## src/rtl/seq_pkg.sv

```systemverilog
// seq_pkg: frame states and sync pattern shared by the seq_tx transmitter and its detector.
package seq_pkg;
  typedef enum logic [2:0] {IDLE, SYNC, PAYLOAD, PARITY, DONE} seq_state_e;
  localparam logic [4:0] SYNC_PATTERN = 5'b10110;
  localparam int SYNC_LEN = 5;
  function automatic logic sync_bit(input logic [2:0] i);
    return SYNC_PATTERN[3'(SYNC_LEN - 1) - i];
  endfunction
endpackage

```

## src/rtl/seq_tx_shreg.sv

```systemverilog
// seq_tx_shreg: payload load/shift-left register with MSB out and running parity (SEQ_TX_PARITY_EN).
module seq_tx_shreg
  import seq_pkg::*;
#(
  parameter int W = 8
) (
  input  logic         clk,
  input  logic         rst,
  input  logic         load_i,
  input  logic         shift_i,
  input  logic [W-1:0] data_i,
`ifdef SEQ_TX_PARITY_EN
  output logic         par_o,
`endif
  output logic         msb_o
);
  logic [W-1:0] sh_q;
  always_ff @(posedge clk) begin
    if (rst) sh_q <= '0;
    else if (load_i) sh_q <= data_i;
    else if (shift_i) sh_q <= sh_q << 1;
  end
  assign msb_o = sh_q[W-1];
`ifdef SEQ_TX_PARITY_EN
  // every payload bit passes through the MSB exactly once, so this ends as XOR of the payload
  logic par_q;
  always_ff @(posedge clk) begin
    if (rst || load_i) par_q <= 1'b0;
    else if (shift_i) par_q <= par_q ^ sh_q[W-1];
  end
  assign par_o = par_q;
`endif
endmodule

```

## src/rtl/seq_tx.sv

```systemverilog
// seq_tx: serial frame transmitter (sync 10110, W-bit payload MSB-first, even parity with SEQ_TX_PARITY_EN).
module seq_tx
  import seq_pkg::*;
#(
  parameter int W = 8
) (
  input  logic         clk,
  input  logic         rst,
  input  logic         start,
  input  logic [W-1:0] data,
  output logic         o,
  output logic         busy,
  output logic         done
);
  localparam int CW = $clog2(W > SYNC_LEN ? W : SYNC_LEN);
  seq_state_e state_q, state_d;
  logic [CW-1:0] cnt_q, cnt_d;
  logic o_q, o_d, busy_q, busy_d, done_q, done_d;
  logic load, shift, msb;
`ifdef SEQ_TX_PARITY_EN
  logic par;
`endif
  seq_tx_shreg #(.W(W)) u_shreg (
    .clk    (clk),
    .rst    (rst),
    .load_i (load),
    .shift_i(shift),
    .data_i (data),
`ifdef SEQ_TX_PARITY_EN
    .par_o  (par),
`endif
    .msb_o  (msb)
  );
  // o_d is the line value for the cycle after this edge, so the line is a pure register
  always_comb begin
    state_d = state_q;
    cnt_d   = cnt_q;
    o_d     = 1'b0;
    done_d  = 1'b0;
    load    = 1'b0;
    shift   = 1'b0;
    case (state_q)
      IDLE: if (start) begin
        state_d = SYNC;
        cnt_d   = '0;
        load    = 1'b1;
        o_d     = sync_bit(3'd0);
      end
      SYNC: if (cnt_q == CW'(SYNC_LEN - 1)) begin
        state_d = PAYLOAD;
        cnt_d   = '0;
        o_d     = msb;
        shift   = 1'b1;
      end else begin
        cnt_d = cnt_q + CW'(1);
        o_d   = sync_bit(3'(cnt_q) + 3'd1);
      end
      PAYLOAD: if (cnt_q == CW'(W - 1)) begin
`ifdef SEQ_TX_PARITY_EN
        state_d = PARITY;
        o_d     = par;
`else
        state_d = DONE;
        done_d  = 1'b1;
`endif
      end else begin
        cnt_d = cnt_q + CW'(1);
        o_d   = msb;
        shift = 1'b1;
      end
`ifdef SEQ_TX_PARITY_EN
      PARITY: begin
        state_d = DONE;
        done_d  = 1'b1;
      end
`endif
      DONE: state_d = IDLE;
      default: state_d = IDLE;
    endcase
    busy_d = state_d != IDLE;
  end
  always_ff @(posedge clk) begin
    if (rst) begin
      state_q <= IDLE;
      cnt_q   <= '0;
      o_q     <= 1'b0;
      busy_q  <= 1'b0;
      done_q  <= 1'b0;
    end else begin
      state_q <= state_d;
      cnt_q   <= cnt_d;
      o_q     <= o_d;
      busy_q  <= busy_d;
      done_q  <= done_d;
    end
  end
  assign o    = o_q;
  assign busy = busy_q;
  assign done = done_q;
endmodule
```

## config.mk

```make
export PLATFORM = sky130hd
export DESIGN_NAME = seq_tx
export DESIGN_NICKNAME = d
export VERILOG_FILES = /design/src/rtl/seq_pkg.sv /design/src/rtl/seq_tx_shreg.sv /design/src/rtl/seq_tx.sv
export SDC_FILE = /design/constraint.sdc
export NUM_CORES = 1
export LEC_CHECK = 0
export ABC_CLOCK_PERIOD_IN_PS = 2650
export CORE_MARGIN = 10
export CORE_UTILIZATION = 30
export CTS_CLUSTER_DIAMETER = 60
export DETAILED_ROUTE_END_ITERATION = 10
export PLACE_DENSITY = 0.53
export REMOVE_ABC_BUFFERS = 1
export SETUP_SLACK_MARGIN = 0.05
export SYNTH_ARGS = -nofsm -noshare
export SYNTH_HDL_FRONTEND = slang
export SYNTH_HIERARCHICAL = 1
export SYNTH_SLANG_ARGS = --single-unit
```

## constraint.sdc

```tcl
create_clock -name clk -period 2.65 [get_ports clk]
set_input_delay 0.795 -clock clk [delete_from_list [all_inputs] [get_ports clk]]
set_output_delay 0.795 -clock clk [all_outputs]
set_load 0.02 [all_outputs]
```

### Yosys cells after proc, flatten, opt, wreduce, memory -nomap -nowiden

Memories as Yosys holds them, arrays and structs flattened.
Index checks and enable logic that the tools add are counted.

| word-level totals | value |
|---|---|
| bits in registers | 17 |
| input port bits | 11 |
| bits in read-only memories | 8 |
| output and inout bits | 3 |
| memories | 1 |
| word-level logic and storage cells | 43 |

| cells by class | value |
|---|---|
| bitwise logic cells | 1 |
| equality and inequality tests | 6 |
| reductions and logical operators | 6 |
| add/subtract/negate cells | 2 |
| $lt $le $gt $ge | 1 |
| multiplexer cells | 20 |

Memory list:

| name | depth | width | read ports | clocked after Yosys merged registers in | wr ports | RTL line | text |
|---|---|---|---|---|---|---|---|
| (no name shown) | 8 | 1 | 1 | 0 | 0 | seq_pkg.sv:7 | `return SYNC_PATTERN[3'(SYNC_LEN - 1) - i];` |

Operators by type and width:

| operator | count |
|---|---|
| 3-bit two-way mux | 6 |
| 3-bit case mux with 3 select lines | 2 |
| 8-bit two-way mux | 2 |
| 1-bit two-way mux | 8 |
| 3-bit == test, second input constant | 2 |
| 3-bit nonzero test | 2 |
| 3-bit by 4-bit less-than comparator with 1-bit output, second input constant | 1 |
| 2-bit inequality test, second input constant | 2 |
| 3-bit by 1-bit adder with 3-bit output, second input constant | 1 |
| 3-bit by 1-bit == test with 1-bit output, second input constant | 1 |
| 3-bit by 2-bit == test with 1-bit output, second input constant | 1 |
| 3-bit logical NOT | 1 |
| 1-bit case mux with 3 select lines | 1 |
| 3-bit AND reduction | 1 |
| 3-bit subtractor, first input constant | 1 |
| 1-bit case mux with 2 select lines | 1 |
| 2-bit nonzero test | 1 |
| 2-bit OR reduction | 1 |
| 1-bit inverter | 1 |

### Logic depth before layout (Yosys ltp)

| logic depth | value |
|---|---|
| depth after elaboration | 6 |
| depth in mapped cells | 8 |
| depth with buffers taken out | 7 |

### Modules after synthesis

The synthesis kept the hierarchy.

Modules (own cells, without submodules):

| module | times used | area an instance (um2) | cells each | sequential area each (um2) |
|---|---|---|---|---|
| seq_tx | 1 | 516.7 | 55 | 180.2 |
| seq_tx_shreg | 1 | 369.1 | 35 | 160.2 |

### Least setup slack after synthesis

No wires, ideal clock.

| timing | value |
|---|---|
| path type | input to register |
| start point | input start |
| end point | register u_shreg.sh_q[1] |
| buffers on the path | 0 |
| setup time | 0.086 ns |
| path slack | 0.572 ns |
| stages on the path | 3 |
| data arrival time | 1.992 ns |
| data required time | 2.564 ns |
| path through | nor4b_1 > inv_1 > a211oi_1 |

| on the way | value |
|---|---|
| word-level cells in the longest chain between the ends | 3 |
| elaborated cells on any way between the ends | 4 |
| those cells by class | 3 x mux; 1 x reduce/logical |

RTL lines:

| element | RTL line | text |
|---|---|---|
| from (decl) | seq_tx.sv:9 | `input logic start,` |
| 1-bit two-way mux * | seq_tx.sv:43 | `IDLE: if (start) begin` |
| 1-bit two-way mux * | seq_tx.sv:42 | `case (state_q)` |
| 8-bit two-way mux or 2-bit nonzero test (tied branches) | - |  |
| to (signal assigned) | seq_tx_shreg.sv:20 | `else if (load_i) sh_q <= data_i;` |
| to (signal assigned) | seq_tx_shreg.sv:21 | `else if (shift_i) sh_q <= sh_q << 1;` |
| to (decl) | seq_tx_shreg.sv:17 | `logic [W-1:0] sh_q;` |

Every way passes the cells marked *; elsewhere a longest branch is shown, timed or not.
A chain may end at the register's enable or synchronous reset.

### Worst setup path after layout

| timing | value |
|---|---|
| start point | register cnt_q[0] |
| end point | register u_shreg.sh_q[6] |

| on the way | value |
|---|---|
| word-level cells in the longest chain between the ends | 4 |
| elaborated cells on any way between the ends | 6 |
| those cells by class | 2 x eq/ne; 3 x mux; 1 x reduce/logical |

RTL lines:

| element | RTL line | text |
|---|---|---|
| from (decl) | seq_tx.sv:17 | `logic [CW-1:0] cnt_q, cnt_d;` |
| from (signal assigned) | seq_tx.sv:91 | `cnt_q <= cnt_d;` |
| 3-bit == test (on tied branches) | seq_tx.sv:58, seq_tx.sv:49 |  |
| 1-bit two-way mux (on tied branches) | seq_tx.sv:58, seq_tx.sv:49 |  |
| 1-bit case mux with 2 select lines * | seq_tx.sv:42 |  |
| named net shift | seq_tx.sv:19 | `logic load, shift, msb;` |
| 2-bit nonzero test (no line) * | - |  |

Mark *: on every way through the listed nets, which the timed path passes. The rest lies on a longest branch.

==> metrics.txt <==
status finished, final reports clean; core area 0.002781 mm2; maximum clock frequency around 500 MHz; Worst R2R Path Depth 8; Inserted Clock Buffers 3; Gate power share 0.139; nets 122; worst hold path depth 2; clk_lat worst skew between 200 and 300 ps; clock skew 2.551 ps; worst hold endpoint o; prevailing post-synth register cell dfxtp_1; Sum Neg Setup Slack 0 ps; fin crit period 1994 ps; Tot Pwr 482.3 uW; Crit Path Max Fanout 8; root buf cell clkbuf_4; Layout fillers 280; Worst setup SP type flop; Iter 0 DRT Violations 21; reg2reg end u_shreg/sh_q[6]; largest net degree at the start of global routing 12; CP max stage cell nor3b_2; antenna-violating nets left 0; leakage power 0.4162 nW; clk sinks 17; drt first pass iters 4; CP startpoint cnt_q[0]; Switching Fraction 0.2482; Seq cells post-synth 17; cell-internal power 362.6 uW; IO buf count 13; # rows 19; die width 74.34 um; Clock power frac 0.284; Worst-path clk slew 100 ps; share of cells above drive strength 1 0.1132; H-tree levels 1; Syn Area/Cell 9.843 um2; antenna violations before repair 0; hold wc startpoint u_shreg/sh_q[7]; Top Ports 14; initial core utilization 0.3185; CTS max path bufs 2; Final Hold Vio Count 0; gpl congestion between 0.7 and 0.8; Slew Viols, Final 0; Die ar. 0.005526 mm2; mapped cell area 885.9 um2; CP top delay family simple AND/OR/NAND/NOR gates; number of diodes 0; first-pass GRT wire length 3.049 mm; dpl hpwl 1.441 mm; Vert. Die Dim around 74 um; most frequent cells in the layout dfxtp_1 (17), clkdlybuf4s50_1 (13), nor2b_1 (9); WS Path Type reg -> reg; Multi-input gate area 478.0 um2; EDFF count, synth 0; Seq/Total Area, Yosys 0.3842; hold bufs inserted after CTS 0; Worst Path Buf+Inv 1; RSZ-0062 raised after global routing false; Tcrit/Tclk final 0.7523; crit-path max cell delay 400 ps; VDD IR-drop max 0.3341 mV; Resized cells post-CTS 0; FF-to-FF setup slack 660 ps; vias per cell about 5.1; asr flop ratio synth 0; grt ovf 0; Synth cell types 29; GR Util All Layers 0.06989; synth warn 6; final wirelength between 1.5 and 2 mm; Worst EP required 2850 ps; hold crit path type reg -> reg; Vias ~700; Psw 119.7 uW; max-cap violations 0; crit path cell chain ha_1 -> ha_1 -> nor3b_2 -> nor2_1 -> nor2_1 -> buf_4 -> mux2i_1 -> a211oi_1; Arr. time, crit path 2200 ps; CP endpoint kind flop; worst-margin pin slew 400.8 ps; commonest non-fill, non-tap cell in the layout dfxtp_1; Mapped Cells 90; RR Startpoint cnt_q[0]; register area approximately 340 um2; vias in the first global route 679; Avg WL per Cell 13.39 um; Pwr per Cell Area approximately 450 mW/mm2; CTS tree yes; Worst slew margin 0.7316; Flop pwr share 0.577; post-CTS setup buffers 0; DRC 0; Synth-to-Final Area Change 20.48%; final setup violation count 0
-- worst register-to-register path, stage by stage, from the launching register on --
cell and delay, ps:
dfxtp_1 350, ha_1 210, ha_1 220, nor3b_2 400, nor2_1 90, nor2_1 110, buf_4 190, mux2i_1 90
a211oi_1 250
-- metal layers --
| layer | wire length [um] | vias up | GRT usage | share of wire |
|---|---|---|---|---|
| li1 | - | 366 | - | - |
| met4 | 34 | 0 | 0.03659 | 0.019 |
| met5 | 0 | - | 0 | 0 |
| met2 | 875 | 9 | 0.1117 | 0.48 |
| met1 | 866 | 321 | 0.08079 | 0.47 |
| met3 | 57 | 2 | 0.02394 | 0.031 |
-- cell families after synthesis --
logic type                 synth area share
and+or+nand+nor                      0.1949
AOI/OAI and AO/OA                    0.1992
DFF                                  0.3842
buffers and inverters               0.07627
muxes                               0.07910
adders and majority gates           0.05650
xor gates and xnor gates           0.009889
-- power by group through the flow --
| stage | Clock (mW) | Combinational (mW) | Sequential, mW |
|---|---|---|---|
| finish | 0.137 | 0.0669 | 0.278 |
| global route | 0.154 | 0.0747 | 0.280 |
| CTS | 0.145 | 0.0680 | 0.278 |
| detailed placement | 0 | 0.0678 | 0.284 |
| global placement | 0 | 0.0670 | 0.284 |
| floorplan | 0 | 0.0332 | 0.284 |
-- sequential cells by signal (all words and copies together) (netlist names) --
signal        count
u_shreg/sh_q      8
cnt_q             3
o                 1
state_q           3
done              1
busy              1
-- area by class of cell --
| type | instances | share of cell area |
|---|---|---|
| clock buffers | 3 | 0.02110 |
| well taps | 31 | 0.03634 |
| inverters | 8 | 0.02814 |
| repair buffers | 16 | 0.1430 |
| flip-flops and latches | 17 | 0.3189 |
| clock inverters | 1 | 0.004689 |
| multi-input cells | 61 | 0.4478 |
-- cells in the mapped netlist (all sizes together), types with 2 or more instances --
library cell	number	share of area
inv	8	0.034
ha	4	0.056
nand2	2	0.0085
buf	3	0.031
a211oi	8	0.068
nor2b	9	0.064
mux2i	7	0.079
dfxtp	17	0.38
o31ai	3	0.025
a21oi	2	0.011
o2111ai	7	0.069
nor2	4	0.017
-- metrics by stage --
step / hold WS, ps / instance area [um2] / worst slack [ps] / util / instances
2_1_floorplan: 451.7 / 848.3 / 572.0 / - / 86
4_1_cts: 500.4 / 1067 / 637.6 / 0.3837 / 137
6_report: 495.8 / 1067 / 656.3 / 0.3837 / 137
5_1_grt: 539.5 / 1067 / 510.0 / 0.3837 / 137
3_5_place_dp: 478.6 / 1040 / 423.2 / 0.3738 / 133
3_3_place_gp: 482.0 / 1040 / 436.6 / 0.3738 / 133
-- worst max-delay path by stage --
stage	cells after the start	to
after floorplan	3	u_shreg/sh_q[1]
after global routing	8	u_shreg/sh_q[1]
after global placement	5	u_shreg/sh_q[7]
after detailed placement	5	u_shreg/sh_q[7]
after CTS	1	done
final	8	u_shreg/sh_q[6]
Power figures use the tool's default switching activity.
